==> src/rtl/arm_dp_ctrl_syn.sv <==
// ============================================================================
// Module   : arm_dp_ctrl_syn
// Brief    : Three-state sequencer for the 4-bit ARM data-processing datapath.
// Revision : 1.0
// ============================================================================
`default_nettype none

module arm_dp_ctrl_syn (
  input  logic       clk,
  input  logic       rst,
  input  logic       instr_valid,
  output logic       instr_ready,
  input  logic [3:0] instr_cond,
  input  logic [3:0] instr_opcode,
  input  logic       instr_s,
  input  logic [2:0] instr_rd,
  input  logic [2:0] instr_rn,
  input  logic [2:0] instr_rm,
  input  logic       instr_imm_en,
  input  logic [3:0] instr_imm,
  output logic [3:0] alu_op1,
  output logic [3:0] alu_op2,
  output logic [3:0] alu_op_sel,
  input  logic [3:0] alu_out,
  input  logic [3:0] alu_flags,
  output logic       done,
  output logic       executed,
  output logic       instr_err,
  output logic [3:0] cpsr,
  input  logic       host_we,
  input  logic [2:0] host_waddr,
  input  logic [3:0] host_wdata,
  input  logic [2:0] dbg_raddr,
  output logic [3:0] dbg_rdata
);

  typedef enum logic [1:0] {
    S_IDLE = 2'd0,
    S_EXEC = 2'd1,
    S_WB   = 2'd2
  } state_e;

  state_e     state_q;
  logic [3:0] regs_q [8];
  logic [3:0] cpsr_q;
  logic [3:0] opc_q;
  logic [3:0] op1_q;
  logic [3:0] op2_q;
  logic       s_q;
  logic [2:0] rd_q;
  logic       exec_q;
  logic       err_q;
  logic       done_q;
  logic       executed_q;
  logic       instr_err_q;

  logic       accept;
  logic       illegal;
  logic       cmp_op;
  logic       arith_op;
  logic [3:0] op2_sel;

  // Condition evaluated against {N,Z,C,V}.
  function automatic logic cond_pass(input logic [3:0] c, input logic [3:0] f);
    logic n, z, cy, v;
    n  = f[3];
    z  = f[2];
    cy = f[1];
    v  = f[0];
    case (c)
      4'h0:    return z;
      4'h1:    return ~z;
      4'h2:    return cy;
      4'h3:    return ~cy;
      4'h4:    return n;
      4'h5:    return ~n;
      4'h6:    return v;
      4'h7:    return ~v;
      4'h8:    return cy & ~z;
      4'h9:    return ~cy | z;
      4'hA:    return n == v;
      4'hB:    return n != v;
      4'hC:    return ~z & (n == v);
      4'hD:    return z | (n != v);
      4'hE:    return 1'b1;
      default: return 1'b0;
    endcase
  endfunction

  assign instr_ready = (state_q == S_IDLE) & ~host_we;
  assign accept      = instr_valid & instr_ready;
  assign illegal     = instr_opcode inside {4'h5, 4'h6, 4'h7};
  assign op2_sel     = instr_imm_en ? instr_imm : regs_q[instr_rm];
  assign cmp_op      = (opc_q[3:2] == 2'b10);
  assign arith_op    = opc_q inside {4'h2, 4'h3, 4'h4, 4'hA, 4'hB};

  assign alu_op1    = op1_q;
  assign alu_op2    = op2_q;
  assign alu_op_sel = opc_q;
  assign done       = done_q;
  assign executed   = executed_q;
  assign instr_err  = instr_err_q;
  assign cpsr       = cpsr_q;
  assign dbg_rdata  = regs_q[dbg_raddr];

  always_ff @(posedge clk or posedge rst) begin
    if (rst) begin
      state_q     <= S_IDLE;
      for (int i = 0; i < 8; i++) regs_q[i] <= 4'd0;
      cpsr_q      <= 4'd0;
      opc_q       <= 4'd0;
      op1_q       <= 4'd0;
      op2_q       <= 4'd0;
      s_q         <= 1'b0;
      rd_q        <= 3'd0;
      exec_q      <= 1'b0;
      err_q       <= 1'b0;
      done_q      <= 1'b0;
      executed_q  <= 1'b0;
      instr_err_q <= 1'b0;
    end else begin
      case (state_q)
        S_IDLE: begin
          if (host_we) begin
            regs_q[host_waddr] <= host_wdata;
          end else if (accept) begin
            opc_q   <= instr_opcode;
            op1_q   <= regs_q[instr_rn];
            op2_q   <= op2_sel;
            s_q     <= instr_s;
            rd_q    <= instr_rd;
            err_q   <= illegal;
            exec_q  <= ~illegal & cond_pass(instr_cond, cpsr_q);
            state_q <= S_EXEC;
          end
        end
        S_EXEC: begin
          if (exec_q) begin
            if (!cmp_op) regs_q[rd_q] <= alu_out;
            // Logical ops keep the architectural C and V.
            if (s_q | cmp_op)
              cpsr_q <= arith_op ? alu_flags : {alu_flags[3:2], cpsr_q[1:0]};
          end
          done_q      <= 1'b1;
          executed_q  <= exec_q;
          instr_err_q <= err_q;
          state_q     <= S_WB;
        end
        S_WB: begin
          done_q      <= 1'b0;
          executed_q  <= 1'b0;
          instr_err_q <= 1'b0;
          opc_q       <= 4'd0;
          op1_q       <= 4'd0;
          op2_q       <= 4'd0;
          state_q     <= S_IDLE;
        end
        default: state_q <= S_IDLE;
      endcase
    end
  end

endmodule

`default_nettype wire

==> config.mk <==
export PLATFORM = sky130hd
export DESIGN_NAME = arm_dp_ctrl_syn
export DESIGN_NICKNAME = d
export VERILOG_FILES = /design/src/rtl/arm_dp_ctrl_syn.sv
export SDC_FILE = /design/constraint.sdc
export NUM_CORES = 1
export LEC_CHECK = 0
export CAP_MARGIN = 5
export CORE_MARGIN = 4
export CORE_UTILIZATION = 30
export CTS_CLUSTER_SIZE = 30
export DETAILED_ROUTE_END_ITERATION = 10
export GPL_ROUTABILITY_DRIVEN = 1
export GPL_TIMING_DRIVEN = 0
export HOLD_SLACK_MARGIN = 0.06
export PLACE_DENSITY = 0.55
export SLEW_MARGIN = 5
export SYNTH_ARGS = -nofsm -noshare
export SYNTH_HDL_FRONTEND = slang
export SYNTH_SLANG_ARGS = --single-unit
==> constraint.sdc <==
create_clock -name clk -period 3.2 [get_ports clk]
set_input_delay 0.96 -clock clk [delete_from_list [all_inputs] [get_ports clk]]
set_output_delay 0.96 -clock clk [all_outputs]
set_load 0.05 [all_outputs]
==> run summary, run 1 <==
Status = completed
Placer congestion estimate = 0.829
Min setup slack post-route = 60.7 ps
Setup Skew = 7.66 ps
Global-route usage over all layers = 14.7%
Die H = 120 um
Finish-stage setup viols = 0
Part of the power in combinational logic = 45.2%
Type of origin of the critical path = primary input
Met1 Use GR = 18.8%
Internal = 2.78 mW
Number of global-route vias before repair = 3084
# Post-CTS Setup Buffers = 0
Clock share of power = 24.5%
Max_cap viols = 0
Post-synth EDFFs = 0
Initial antenna violation count = 0
Sequential share of the synthesized area = 39.4%
Setup_tns = 0 ps
Die X = 120 um
Gr ovfl total = 0
Slew Limit Headroom = 58.6%
Initial core utilization = 31.0%
Crit path largest cell delay = 560 ps
# diodes = 0
Max Freq = 0.319 GHz
Main synth FF type = dfrtp_1
Fin area = 4880 um^2
Net Switching = 1.85 mW
Post-layout power = 4.63 mW
Area growth syn-to-layout = 30.2%
# DRC = 0
Iteration-0 DRC Markers = 225
Slowest-stage cell, CP = dlygate4sd2_1
Antenna-violating nets left = 0
Power share of the sequential group = 30.3%
Met2 Track Usage GR = 24.6%
Post-synth ARST share = 100%
P per Cell Area = 948 nW/um^2
Placed Area = 4550 um^2
Layout net count = 442
Most frequent cell after synthesis = dfrtp_1
Die Footprint = 14400 um^2
Clock latency at the later pin of the worst-skew pair = 330 ps
Synth cell count leaders = dfrtp_1 (59), mux2_2 (40), nand2_1 (32), o22ai_1 (31), mux4_2 (24)
Max Transition Viols Final = 0
Num rows = 40
Ratio of cells with drive above 1 in the final layout = 26.9%
Post-DP HPWL = 7.85 mm
Tcrit/Tclk final = 98.1%
Crit. End Element = primary output
Pleak = 2.04 nW
Core ar. = 12100 um^2
Largest net degree at the start of global routing = 33
Mean Syn Cell Area = 11.6 um^2
Clock root cell = clkbuf_16
Vias post-DR = 2946
Yosys top cell by area = dfrtp_1
Synth top area share = 39.4%
Synthesis Warnings = 0
Final Hold Vio Count = 0
Sw Share = 39.9%
Avg Vias per Cell = 5.20
Clock-pin slew on the worst setup and hold paths = 50 ps
HP Class = reg2reg
Final WL = 10.2 mm
Max VDD drop = 0.267 mV
Worst-Margin Slew = 620 ps
Setup repair after global routing missed its margin = no
Synth Cell Area = 3750 um^2
IO Port Bufs = 57
Critical path cell sequence = clkdlybuf4s50_1 > nor2_1 > dlygate4sd2_1
First-pass GRT wire length = 16.5 mm
Worst Path Max Fanout = 3
Clock sink count = 59
CP required = 2240 ps
CTS tree = built
Post-route minimum period = 3140 ps
Syn Nets = 373
H-tree depth = 3
Yosys reg bits = 59
WL per Instance = 18.0 um
Synthesized instance count = 324
Max clock buf depth = 2
Synth top area cells = dfrtp_1 (39%), mux4_2 (14%), mux2_2 (12%)
Drt first pass iters = 4
Met3 Track Usage GR = 3.06%
CP Class = in2out
Grt peak-use layer = met2
# IOs = 69
Pre-CTS setup slack = -504 ps
Synth cell types = 39
Num CTS Buffers = 9
WP data arrival = 2180 ps
-- metrics by stage --
step	std cells	utilization, %	hold slack (ps)
floorplan	324	-	450
global placement	549	37.4	465
detailed placement	550	37.6	474
CTS	566	40.4	488
global route	566	40.3	508
finish	566	40.3	477
-- flip-flops by register name, indices dropped and copies added, names as in the netlist --
name	count
regs_q	32
alu_op1	4
alu_op2	4
alu_op_sel	4
cpsr	4
rd_q	3
state_q	2
done	1
err_q	1
exec_q	1
executed	1
instr_err	1
s_q	1
-- layout by cell type (no fill, tap or decap), types with 4 or more instances in the layout --
cell	n
a22o_1	11
ha_1	4
mux2_2	40
mux2i_1	18
o22ai_1	31
mux2_4	4
dfrtp_1	59
nor2b_1	6
inv_1	7
mux4_2	24
clkbuf_1	7
nand2_1	32
clkbuf_16	9
nor2_1	8
o21ai_0	16
nand3b_1	7
clkdlybuf4s50_1	52
buf_2	13
nand2b_1	4
-- what timing repair did --
item,in CTS,in global routing
pin swaps,0,0
endpoints found under the setup margin,5,1
hold buffers,0,0
gates resized for setup,21,2
-- metal layers --
layer	vias to the layer above	routed length, um
met5	-	0
met4	0	156
met1	1469	4540
met2	81	5050
li1	1387	-
met3	9	450
-- path summary, 6_finish.rpt --
path	from	to	slack [ps]	depth (start not counted)
max	host_we	instr_ready	60	3
min	alu_op2[0]	alu_op2[0]	480	2
max reg2reg	state_q[1]	regs_q[5]	1070	7
min reg2reg	alu_op2[0]	alu_op2[0]	480	2
max in group asynchronous	rst	rd_q[1]	1570	3
min in group asynchronous	rst	cpsr[1]	1040	2
-- worst max-delay path: cells and delay by family --
family / cells / cell delay, ps
buffers and inverters: 2 / 1010
AND/OR/NAND/NOR: 1 / 210
-- power by group through the flow --
stage / Clock (mW) / Combinational [mW] / Sequential (mW)
after CTS: 1.17 / 2.11 / 1.40
after detailed placement: 0 / 2.12 / 1.41
final: 1.14 / 2.09 / 1.40
after global routing: 1.20 / 2.25 / 1.45
after floorplan: 0 / 1.22 / 1.63
after global placement: 0 / 2.09 / 1.38
-- final cells by class --
| type | count | area (um^2) |
|---|---|---|
| buffer | 20 | 91.3 |
| sequential | 59 | 1480 |
| clock buffer | 10 | 239 |
| inverter | 8 | 30.0 |
| tap | 168 | 210 |
| timing repair buffer | 58 | 569 |
| clock inverter | 6 | 111 |
| fill | 1201 | 7230 |
| multi-input combinational | 237 | 2160 |
-- logic make-up (layout without fill, tap and decap cells) --
kind of cell / count (synthesis) / in the layout / share of synthesized area, %
flip-flops: 59 / 59 / 39.4
XOR/XNOR: 2 / 2 / 0.467
buffers and inverters: 28 / 102 / 3.14
multiplexers: 86 / 86 / 32.8
AND/OR/NAND/NOR: 75 / 75 / 10.8
adder cells (fa/ha/maj): 4 / 4 / 1.33
AO/OA/AOI/OAI: 70 / 70 / 12.1
(Power assumes the default switching activity.)
==> run 2: changes to the inputs <==
--- a/config.mk
+++ b/config.mk
@@ -14,7 +14,7 @@
 export GPL_TIMING_DRIVEN = 0
 export HOLD_SLACK_MARGIN = 0.06
 export PLACE_DENSITY = 0.55
-export SLEW_MARGIN = 5
+export SLEW_MARGIN = 20
 export SYNTH_ARGS = -nofsm -noshare
 export SYNTH_HDL_FRONTEND = slang
 export SYNTH_SLANG_ARGS = --single-unit
==> run 2 against run 1 <==
Against the previous run: global-route usage unchanged; via count unchanged; sequential share of layout area is essentially flat; worst setup slack about the same; critical endpoint unchanged; largest cell class unchanged; largest power group unchanged.
==> run summary, run 2 (same netlist as run 1, synthesis figures left out) <==
CTS tree = built
Post-DP HPWL = 7.85 mm
Tcrit/Tclk final = 98.1%
Highest-count cells in the layout ignoring fill and taps = dfrtp_1 (59), clkdlybuf4s50_1 (52), mux2_2 (40)
Setup Skew = 7.63 ps
Worst Setup SP = host_we
Max clock buf depth = 2
Max_cap viols = 0
Status = completed
Pleak = 2.04 nW
Die X = 120 um
Gr ovfl total = 0
Commonest non-fill, non-tap cell in the layout = dfrtp_1
Type of origin of the critical path = primary input
Worst setup path end = instr_ready
# Post-CTS Setup Buffers = 0
Crit. End Element = primary output
Hold Crit Depth = 2
First-pass GRT wire length = 16.5 mm
Slew Limit Headroom = 65.4%
Reg2reg start = state_q[1]
Worst Path Max Fanout = 3
Die Footprint = 14400 um^2
Layout net count = 442
Register-to-Register Path Depth = 7
IO Port Bufs = 57
H-tree depth = 3
Largest net degree at the start of global routing = 33
Hold slack = 477 ps
Initial antenna violation count = 0
Max Transition Viols Final = 0
Ratio of cells with drive above 1 in the final layout = 26.9%
Vias post-DR = 2946
DP Cell Count = 550
Max VDD drop = 0.267 mV
Clock-pin slew on the worst setup and hold paths = 50 ps
# diodes = 0
WP data arrival = 2180 ps
R2r endpoint = regs_q[5]
Post-route minimum period = 3140 ps
# IOs = 69
Final Hold Vio Count = 0
Clock latency at the later pin of the worst-skew pair = 330 ps
Global-route usage over all layers = 14.7%
Area growth syn-to-layout = 30.3%
Avg Vias per Cell = 5.20
Number of global-route vias before repair = 3084
Num CTS Buffers = 9
Reg2reg setup slack = 1070 ps
Num rows = 40
FILL cells = 1200
Placer congestion estimate = 0.829
CP required = 2240 ps
Clock root cell = clkbuf_16
Die H = 120 um
# DRC = 0
Iteration-0 DRC Markers = 225
Max reg flops = 32
Antenna-violating nets left = 0
CP Class = in2out
Drt first pass iters = 4
Clock sink count = 59
Max Freq = 0.319 GHz
Initial core utilization = 31.0%
Final WL = 10.2 mm
Worst-Margin Slew = 518 ps
Setup_tns = 0 ps
HP Class = reg2reg
Core ar. = 12100 um^2
P per Cell Area = 947 nW/um^2
Final cell count without fillers = 566
Largest Register = regs_q
WL per Instance = 18.0 um
Setup repair after global routing missed its margin = no
Fin util = 40.4%
Finish-stage setup viols = 0
==> run 2: cell counts in the layout (fill, tap and decap cells not counted) <==
No cell type changed its count.
==> run 2: final cells by class <==
| type | instances | area (um^2) | area share [%] |
|---|---|---|---|
| multi-input cells | 237 | 2160 | 44.1 |
| flip-flops and latches | 59 | 1480 | 30.2 |
| repair buffers | 58 | 569 | 11.6 |
| clock buffers | 10 | 239 | 4.89 |
| well taps | 168 | 210 | 4.30 |
| clock inverters | 6 | 111 | 2.28 |
| plain buffers | 20 | 91.3 | 1.87 |
| inverters | 8 | 32.5 | 0.666 |
==> run 2: worst min path at each step <==
stage | startpoint | end | slack [ps]
CTS | alu_op1[0] | alu_op1[0] | 490
finish | alu_op2[0] | alu_op2[0] | 480
global route | alu_op2[0] | alu_op2[0] | 510
floorplan | err_q | err_q | 450
detailed placement | alu_op1[0] | alu_op1[0] | 470
global placement | alu_op2[2] | alu_op2[2] | 470
==> run 2: where the power goes <==
group | switching, mW | leakage, nW | internal [mW] | total [mW]
clock | 0.353 | 0.169 | 0.783 | 1.14
sequential | 0.337 | 0.781 | 1.07 | 1.40
combinational | 1.16 | 1.09 | 0.933 | 2.09
==> run 2: routing by layer <==
metal / share of wire [%] / track usage, % / wire length (um)
met1: 45 / 18.8 / 4540
met2: 50 / 24.6 / 5050
met3: 4.4 / 3.06 / 450
met4: 1.5 / 5.51 / 156
met5: 0 / 0 / 0
==> run 2: stage by stage <==
step                area [um^2]  setup slack [ps]  total power, mW
finish                     4890              61.1             4.63
detailed placement         4550              -504             3.53
CTS                        4890             -46.7             4.68
global placement           4530              -506             3.47
floorplan                  3750               145             2.85
global route               4890              39.0             4.91
==> run 2: timing repair <==
action                     CTS  global route
setup endpoints to repair    5             1
hold buffers                 0             0
gates resized for setup     21             2
==> run 2: critical path: stages <==
cell and delay (ps):
clkdlybuf4s50_1 450, nor2_1 210, dlygate4sd2_1 560
